===== config.mk =====
export PLATFORM = sky130hd
export DESIGN_NAME = ebus_xfer_flat
export DESIGN_NICKNAME = d
export VERILOG_FILES = /design/src/rtl/ebus_xfer_if.sv /design/src/rtl/ebus_xfer.sv /design/src/flat_wrapper.sv
export SDC_FILE = /design/constraint.sdc
export NUM_CORES = 1
export LEC_CHECK = 0
export CAP_MARGIN = 25
export CORE_ASPECT_RATIO = 0.75
export CORE_UTILIZATION = 40
export DETAILED_ROUTE_END_ITERATION = 7
export GPL_ROUTABILITY_DRIVEN = 0
export PLACE_DENSITY = 0.76
export SYNTH_ARGS = -nofsm -noshare
export SYNTH_HDL_FRONTEND = slang
export SYNTH_SLANG_ARGS = --single-unit

===== constraint.sdc =====
create_clock -name clk -period 3.9 [get_ports clk]
set_input_delay 0.78 -clock clk [delete_from_list [all_inputs] [get_ports clk]]
set_output_delay 0.78 -clock clk [all_outputs]
set_load 0.01 [all_outputs]

===== src/rtl/ebus_xfer_if.sv =====
// ebus_xfer_if: request, EBUS handshake and EDP data signals of the EBUS transfer sequencer.
interface ebus_xfer_if;
  logic        start;
  logic        isWrite;
  logic [0:6]  csIn;
  logic [0:2]  funcIn;
  logic [0:35] AD;
  logic [0:35] ebusDataIn;
  logic        xfer;
  logic [0:6]  cs;
  logic [0:2]  func;
  logic        demand;
  logic [0:35] ebusDataOut;
  logic        AD_TO_EBUS_L;
  logic        AD_TO_EBUS_R;
  logic [0:35] rdData;
  logic        rdLoad;
  logic        busy;
  logic        done;
  logic        timeout;
  modport master (
    input  start, isWrite, csIn, funcIn, AD, ebusDataIn, xfer,
    output cs, func, demand, ebusDataOut, AD_TO_EBUS_L, AD_TO_EBUS_R,
           rdData, rdLoad, busy, done, timeout
  );
  modport slave (
    output start, isWrite, csIn, funcIn, AD, ebusDataIn, xfer,
    input  cs, func, demand, ebusDataOut, AD_TO_EBUS_L, AD_TO_EBUS_R,
           rdData, rdLoad, busy, done, timeout
  );
endinterface


===== src/rtl/ebus_xfer.sv =====
// ebus_xfer: EBOX-side EBUS transfer sequencer (CS/FUNC setup, DEMAND/XFER handshake, timeout).
module ebus_xfer #(
  parameter int SETUP_CYCLES   = 2,
  parameter int TIMEOUT_CYCLES = 64,
  parameter int CNT_W          = 8
) (
  input logic         clk,
  input logic         CROBAR,
  ebus_xfer_if.master bus
);
  typedef enum logic [2:0] {IDLE, SETUP, DEMAND, HOLD, DONE} state_t;
  state_t           r_state;
  logic [CNT_W-1:0] r_cnt;
  logic             r_write;
  logic             r_seen;
  logic             w_cnt_last;
  logic             w_abort;
  logic             w_fin;
  assign w_cnt_last = r_cnt == CNT_W'(TIMEOUT_CYCLES - 1);
  assign w_abort    = w_cnt_last && ((r_state == DEMAND && !bus.xfer) || (r_state == HOLD && bus.xfer));
  assign w_fin      = w_abort || (r_state == HOLD && !bus.xfer);
  always_ff @(posedge clk) begin
    if (CROBAR) begin
      r_state          <= IDLE;
      r_cnt            <= '0;
      r_write          <= 1'b0;
      r_seen           <= 1'b0;
      bus.cs           <= '0;
      bus.func         <= '0;
      bus.demand       <= 1'b0;
      bus.ebusDataOut  <= '0;
      bus.AD_TO_EBUS_L <= 1'b0;
      bus.AD_TO_EBUS_R <= 1'b0;
      bus.rdData       <= '0;
      bus.rdLoad       <= 1'b0;
      bus.busy         <= 1'b0;
      bus.done         <= 1'b0;
      bus.timeout      <= 1'b0;
    end else begin
      bus.done   <= 1'b0;
      bus.rdLoad <= 1'b0;
      case (r_state)
        IDLE: if (bus.start) begin
          r_state          <= SETUP;
          r_cnt            <= '0;
          r_write          <= bus.isWrite;
          r_seen           <= 1'b0;
          bus.cs           <= bus.csIn;
          bus.func         <= bus.funcIn;
          bus.AD_TO_EBUS_L <= bus.isWrite;
          bus.AD_TO_EBUS_R <= bus.isWrite;
          bus.busy         <= 1'b1;
          bus.timeout      <= 1'b0;
          if (bus.isWrite) bus.ebusDataOut <= bus.AD;
        end
        SETUP: if (r_cnt == CNT_W'(SETUP_CYCLES - 1)) begin
          r_cnt      <= '0;
          r_state    <= DEMAND;
          bus.demand <= 1'b1;
        end else r_cnt <= r_cnt + 1'b1;
        DEMAND: if (bus.xfer) begin
          r_state    <= HOLD;
          r_cnt      <= '0;
          r_seen     <= 1'b1;
          bus.demand <= 1'b0;
          if (!r_write) bus.rdData <= bus.ebusDataIn;
        end else if (!w_fin) r_cnt <= r_cnt + 1'b1;
        HOLD: if (!w_fin) r_cnt <= r_cnt + 1'b1;
        DONE: begin
          r_state  <= IDLE;
          bus.busy <= 1'b0;
        end
        default: r_state <= IDLE;
      endcase
      // Normal release and both abort paths converge here; timeout was cleared at start.
      if (w_fin) begin
        r_state          <= DONE;
        r_cnt            <= '0;
        bus.done         <= 1'b1;
        bus.rdLoad       <= !r_write && r_seen;
        bus.timeout      <= w_abort;
        bus.cs           <= '0;
        bus.func         <= '0;
        bus.demand       <= 1'b0;
        bus.AD_TO_EBUS_L <= 1'b0;
        bus.AD_TO_EBUS_R <= 1'b0;
      end
    end
  end
endmodule


===== src/flat_wrapper.sv =====
// flat-port wrapper written by rule: the top's interface ports become plain ports
module ebus_xfer_flat 
#(
  parameter int SETUP_CYCLES   = 2,
  parameter int TIMEOUT_CYCLES = 64,
  parameter int CNT_W          = 8
)
  (clk, CROBAR, bus_start, bus_isWrite, bus_csIn, bus_funcIn, bus_AD, bus_ebusDataIn, bus_xfer, bus_cs, bus_func, bus_demand, bus_ebusDataOut, bus_AD_TO_EBUS_L, bus_AD_TO_EBUS_R, bus_rdData, bus_rdLoad, bus_busy, bus_done, bus_timeout);
  ebus_xfer_if bus_i ();
  input logic clk;
  input logic CROBAR;
  input wire logic [$bits(bus_i.start)-1:0] bus_start;
  input wire logic [$bits(bus_i.isWrite)-1:0] bus_isWrite;
  input wire logic [$bits(bus_i.csIn)-1:0] bus_csIn;
  input wire logic [$bits(bus_i.funcIn)-1:0] bus_funcIn;
  input wire logic [$bits(bus_i.AD)-1:0] bus_AD;
  input wire logic [$bits(bus_i.ebusDataIn)-1:0] bus_ebusDataIn;
  input wire logic [$bits(bus_i.xfer)-1:0] bus_xfer;
  output wire logic [$bits(bus_i.cs)-1:0] bus_cs;
  output wire logic [$bits(bus_i.func)-1:0] bus_func;
  output wire logic [$bits(bus_i.demand)-1:0] bus_demand;
  output wire logic [$bits(bus_i.ebusDataOut)-1:0] bus_ebusDataOut;
  output wire logic [$bits(bus_i.AD_TO_EBUS_L)-1:0] bus_AD_TO_EBUS_L;
  output wire logic [$bits(bus_i.AD_TO_EBUS_R)-1:0] bus_AD_TO_EBUS_R;
  output wire logic [$bits(bus_i.rdData)-1:0] bus_rdData;
  output wire logic [$bits(bus_i.rdLoad)-1:0] bus_rdLoad;
  output wire logic [$bits(bus_i.busy)-1:0] bus_busy;
  output wire logic [$bits(bus_i.done)-1:0] bus_done;
  output wire logic [$bits(bus_i.timeout)-1:0] bus_timeout;
  assign bus_i.start = bus_start;
  assign bus_i.isWrite = bus_isWrite;
  assign bus_i.csIn = bus_csIn;
  assign bus_i.funcIn = bus_funcIn;
  assign bus_i.AD = bus_AD;
  assign bus_i.ebusDataIn = bus_ebusDataIn;
  assign bus_i.xfer = bus_xfer;
  assign bus_cs = bus_i.cs;
  assign bus_func = bus_i.func;
  assign bus_demand = bus_i.demand;
  assign bus_ebusDataOut = bus_i.ebusDataOut;
  assign bus_AD_TO_EBUS_L = bus_i.AD_TO_EBUS_L;
  assign bus_AD_TO_EBUS_R = bus_i.AD_TO_EBUS_R;
  assign bus_rdData = bus_i.rdData;
  assign bus_rdLoad = bus_i.rdLoad;
  assign bus_busy = bus_i.busy;
  assign bus_done = bus_i.done;
  assign bus_timeout = bus_i.timeout;
  ebus_xfer #(.SETUP_CYCLES(SETUP_CYCLES), .TIMEOUT_CYCLES(TIMEOUT_CYCLES), .CNT_W(CNT_W)) u_core (.clk(clk), .CROBAR(CROBAR), .bus(bus_i));
endmodule

==> results.sh <==
export IMPL_status="finished, final reports clean"
export IMPL_final_nets=719
export IMPL_synth_top_area_frac=0.531
export IMPL_syn_cell_area_mm2=0.00381
export IMPL_async_flop_share=0
export IMPL_drtAntennaViolNets=0
export IMPL_clk_pin_slew_ns=0.06
export IMPL_syn_area_per_cell_um2=8.09
export IMPL_drv_cap=0
export IMPL_dp_cells=747
export IMPL_cts_inserted_buffers=9
export IMPL_synthCells=471
export IMPL_period_needed_ns=2.48
export IMPL_die_h_um=86.5
export IMPL_met3_usage=0.0692
export IMPL_max_stage_delay_ns=0.51
export IMPL_io_pins=176
export IMPL_yosys_area_share_adder=0.00657
export IMPL_synth_top_area_cell="dfxtp_1"
export IMPL_worst_pin_slew_ns=0.794
export IMPL_clock_insertion_delay_worst_skew_ns=0.34
export IMPL_synth_simple_gate_area_frac=0.250
export IMPL_layout_cells_non_filler=762
export IMPL_p_leak_nw=2.03
export IMPL_htreeDepth=3
export IMPL_synth_top_family_by_area="simple AND/OR/NAND/NOR gates"
export IMPL_cts_hold_buf=0
export IMPL_critPathKind="primary input to register"
export IMPL_cts_num_sinks=101
export IMPL_vias=3766
export IMPL_cp_arrival_ns=2.74
export IMPL_synth_area_leaders="dfxtp_1 53%, nand2_1 17%, a21oi_1 12%, clkbuf_1 1.7%, buf_2 1.3%"
export IMPL_met2_usage=0.373
export IMPL_setup_viol=0
export IMPL_first_pass_iters=4
export IMPL_cp_start_kind="primary input"
export IMPL_ys_ff_latch=101
export IMPL_wl_um=11000
export IMPL_path_delay_family="buffers and inverters"
export IMPL_viasPerCell=4.94
export IMPL_min_path_type="register to register"
export IMPL_area_delta_synth_final_pct=56.1
export IMPL_num_rows=30
export IMPL_drc_errors=0
export IMPL_slew_headroom=0.470
export IMPL_antenna_found_initial=0
export IMPL_cts_root_buf="clkbuf_16"
export IMPL_antenna_cells=0
export IMPL_grt_max_degree=59
export IMPL_period_share=0.636
export IMPL_met1_usage=0.274
export IMPL_dp_hpwl_um=7810
export IMPL_setup_tns_ns=0
export IMPL_yosysSeqAreaShare=0.531
export IMPL_worst_path_buf_inv=3
export IMPL_avgRoutedWirePerCell_um=14.4
export IMPL_busiest_layer="met2"
export IMPL_drt_iter0_drc=228
export IMPL_grt_pass1_wl_um=17300
export IMPL_start_util=0.416
export IMPL_synthMuxAreaShare=0.00263
export IMPL_synth_edff_count=0
export IMPL_synth_yosys_warnings=0
export IMPL_core_mm2=0.00916
export IMPL_die_area_mm2=0.00993
export IMPL_synth_compound_area_frac=0.163
export IMPL_cp_cell_sequence="clkdlybuf4s50_1, nor4b_2, buf_4, and2_1, buf_4, nand2_1, a21oi_1"
export IMPL_grt_pass1_vias=3588
export IMPL_skew_ns=0.00591
export IMPL_cp_required_ns=4.16
export IMPL_finalHoldViolCount=0
export IMPL_critPathCaptureType="register"
export IMPL_synth_xor_area_share=0.00230
export IMPL_post_cts_resized=0
export IMPL_ys_types=41
export IMPL_syn_nets=560
export IMPL_globalRouteOverflowTotal=0
export IMPL_crit_top_cell="buf_4"
export IMPL_synthFlopType="dfxtp_1"
export IMPL_die_x_um=115
export IMPL_nFillCells=820
export IMPL_fmax_ghz=0.403
export IMPL_post_cts_buffers=0
export IMPL_slowest_stage="clkdlybuf4s50_1"
export IMPL_rsz0062_at_grt="no"
export IMPL_io_buffers=175
export IMPL_cts_buffer_depth=2
export IMPL_drive_gt1_frac=0.0442
export IMPL_cts_tree="done"
export IMPL_peakVddDrop_mv=0.302
export IMPL_drv_slew=0
export IMPL_grtUsageTotal=0.223
export IMPL_worstPathMaxFanout=32
export IMPL_power_density_mw_per_mm2=401
power by group:
| part | total [mW] | leakage, nW | internal (mW) | switching, mW |
|---|---|---|---|---|
| sequential | 1.10 | 0.820 | 1.07 | 0.0283 |
| clock | 0.945 | 0.152 | 0.575 | 0.369 |
| combinational | 0.338 | 1.06 | 0.183 | 0.155 |
| total | 2.38 | 2.03 | 1.83 | 0.552 |
tightest hold or removal path, cell delays in order, from the launching register on:
cell     delay, ns
dfxtp_1       0.31
nand2_1       0.05
a21oi_1       0.05
final cells by class:
class	instances	area, um2	share of cell area
Tap cell	128	160	0.0269
Sequential cell	101	2020	0.340
Timing Repair Buffer	181	1810	0.305
Multi-Input combinational cell	333	1630	0.273
Inverter	4	15.0	0.00252
Clock buffer	11	243	0.0408
Clock inverter	4	72.6	0.0122
cell families (layout without fill, tap and decap cells):
family | after synthesis | after routing
AO/OA/AOI/OAI | 111 | 111
XOR/XNOR | 1 | 1
adder cells (fa/ha/maj) | 2 | 2
buffers and inverters | 37 | 200
flip-flops | 101 | 101
multiplexers | 1 | 1
AND/OR/NAND/NOR | 218 | 218
sequential cells by signal (all words and copies together) (netlist names), 3 cells and up:
| register | count |
|---|---|
| u_core.r_state | 3 |
| u_core.bus.func | 3 |
| u_core.bus.cs | 7 |
| u_core.r_cnt | 8 |
| u_core.bus.ebusDataOut | 36 |
| u_core.bus.rdData | 36 |
worst paths after layout:
path,startpoint,slack (ns),to,depth (start not counted)
worst max register to register,u_core.r_cnt[0]$_SDFFE_PP0P_,1.72,u_core.bus.cs[3]$_SDFFE_PP0P_,5
worst max-delay path,bus_start,1.42,u_core.bus.ebusDataOut[32]$_SDFFE_PP0P_,7
worst min register to register,u_core.bus.ebusDataOut[3]$_SDFFE_PP0P_,0.45,u_core.bus.ebusDataOut[3]$_SDFFE_PP0P_,2
worst min-delay path,u_core.bus.ebusDataOut[3]$_SDFFE_PP0P_,0.45,u_core.bus.ebusDataOut[3]$_SDFFE_PP0P_,2
per-stage QoR:
step | total power, mW | instance area [um2] | worst slack (ns) | hold WS, ns | util
after floorplan | 1.27 | 3810 | 1.96 | 0.463 | -
after detailed placement | 1.46 | 5630 | 1.07 | 0.447 | 0.615
after global routing | 2.48 | 5950 | 1.25 | 0.472 | 0.650
final | 2.38 | 5950 | 1.42 | 0.453 | 0.650
after CTS | 2.41 | 5950 | 1.42 | 0.456 | 0.650
after global placement | 1.45 | 5610 | 1.08 | 0.441 | 0.612
per-layer routing:
metal  wire length (um)  vias up
met3                794       14
li1                   -     1884
met1               4810     1737
met5                  0        -
met2               5200      131
met4                178        0
Yosys cell counts (all sizes together) (3+ instances only):
master	instances
a311oi	3
buf	16
a21oi	91
or3b	3
nor4b	3
clkbuf	17
nand3	6
nand3b	3
nor2	9
dfxtp	101
a31oi	4
a211oi	3
inv	4
o21ai	3
nand2	173
nor3	7
layout by cell type, fill, tap and decap left out, drive strengths merged, types with 2 or more instances in the layout:
master and n:
clkdlybuf4s50 174, nand2 173, dfxtp 101, a21oi 91
clkbuf 11, nor2 9, nor3 7, buf 7
nand3 6, inv 4, a31oi 4, a211oi 3
or3b 3, a311oi 3, nand3b 3, o21ai 3
nor4b 3, nand2b 2, or2 2, or3 2
a22o 2, ha 2, bufinv 2, nor4 2
a2111oi 2
Note: power is estimated with default switching activity, not from simulation.
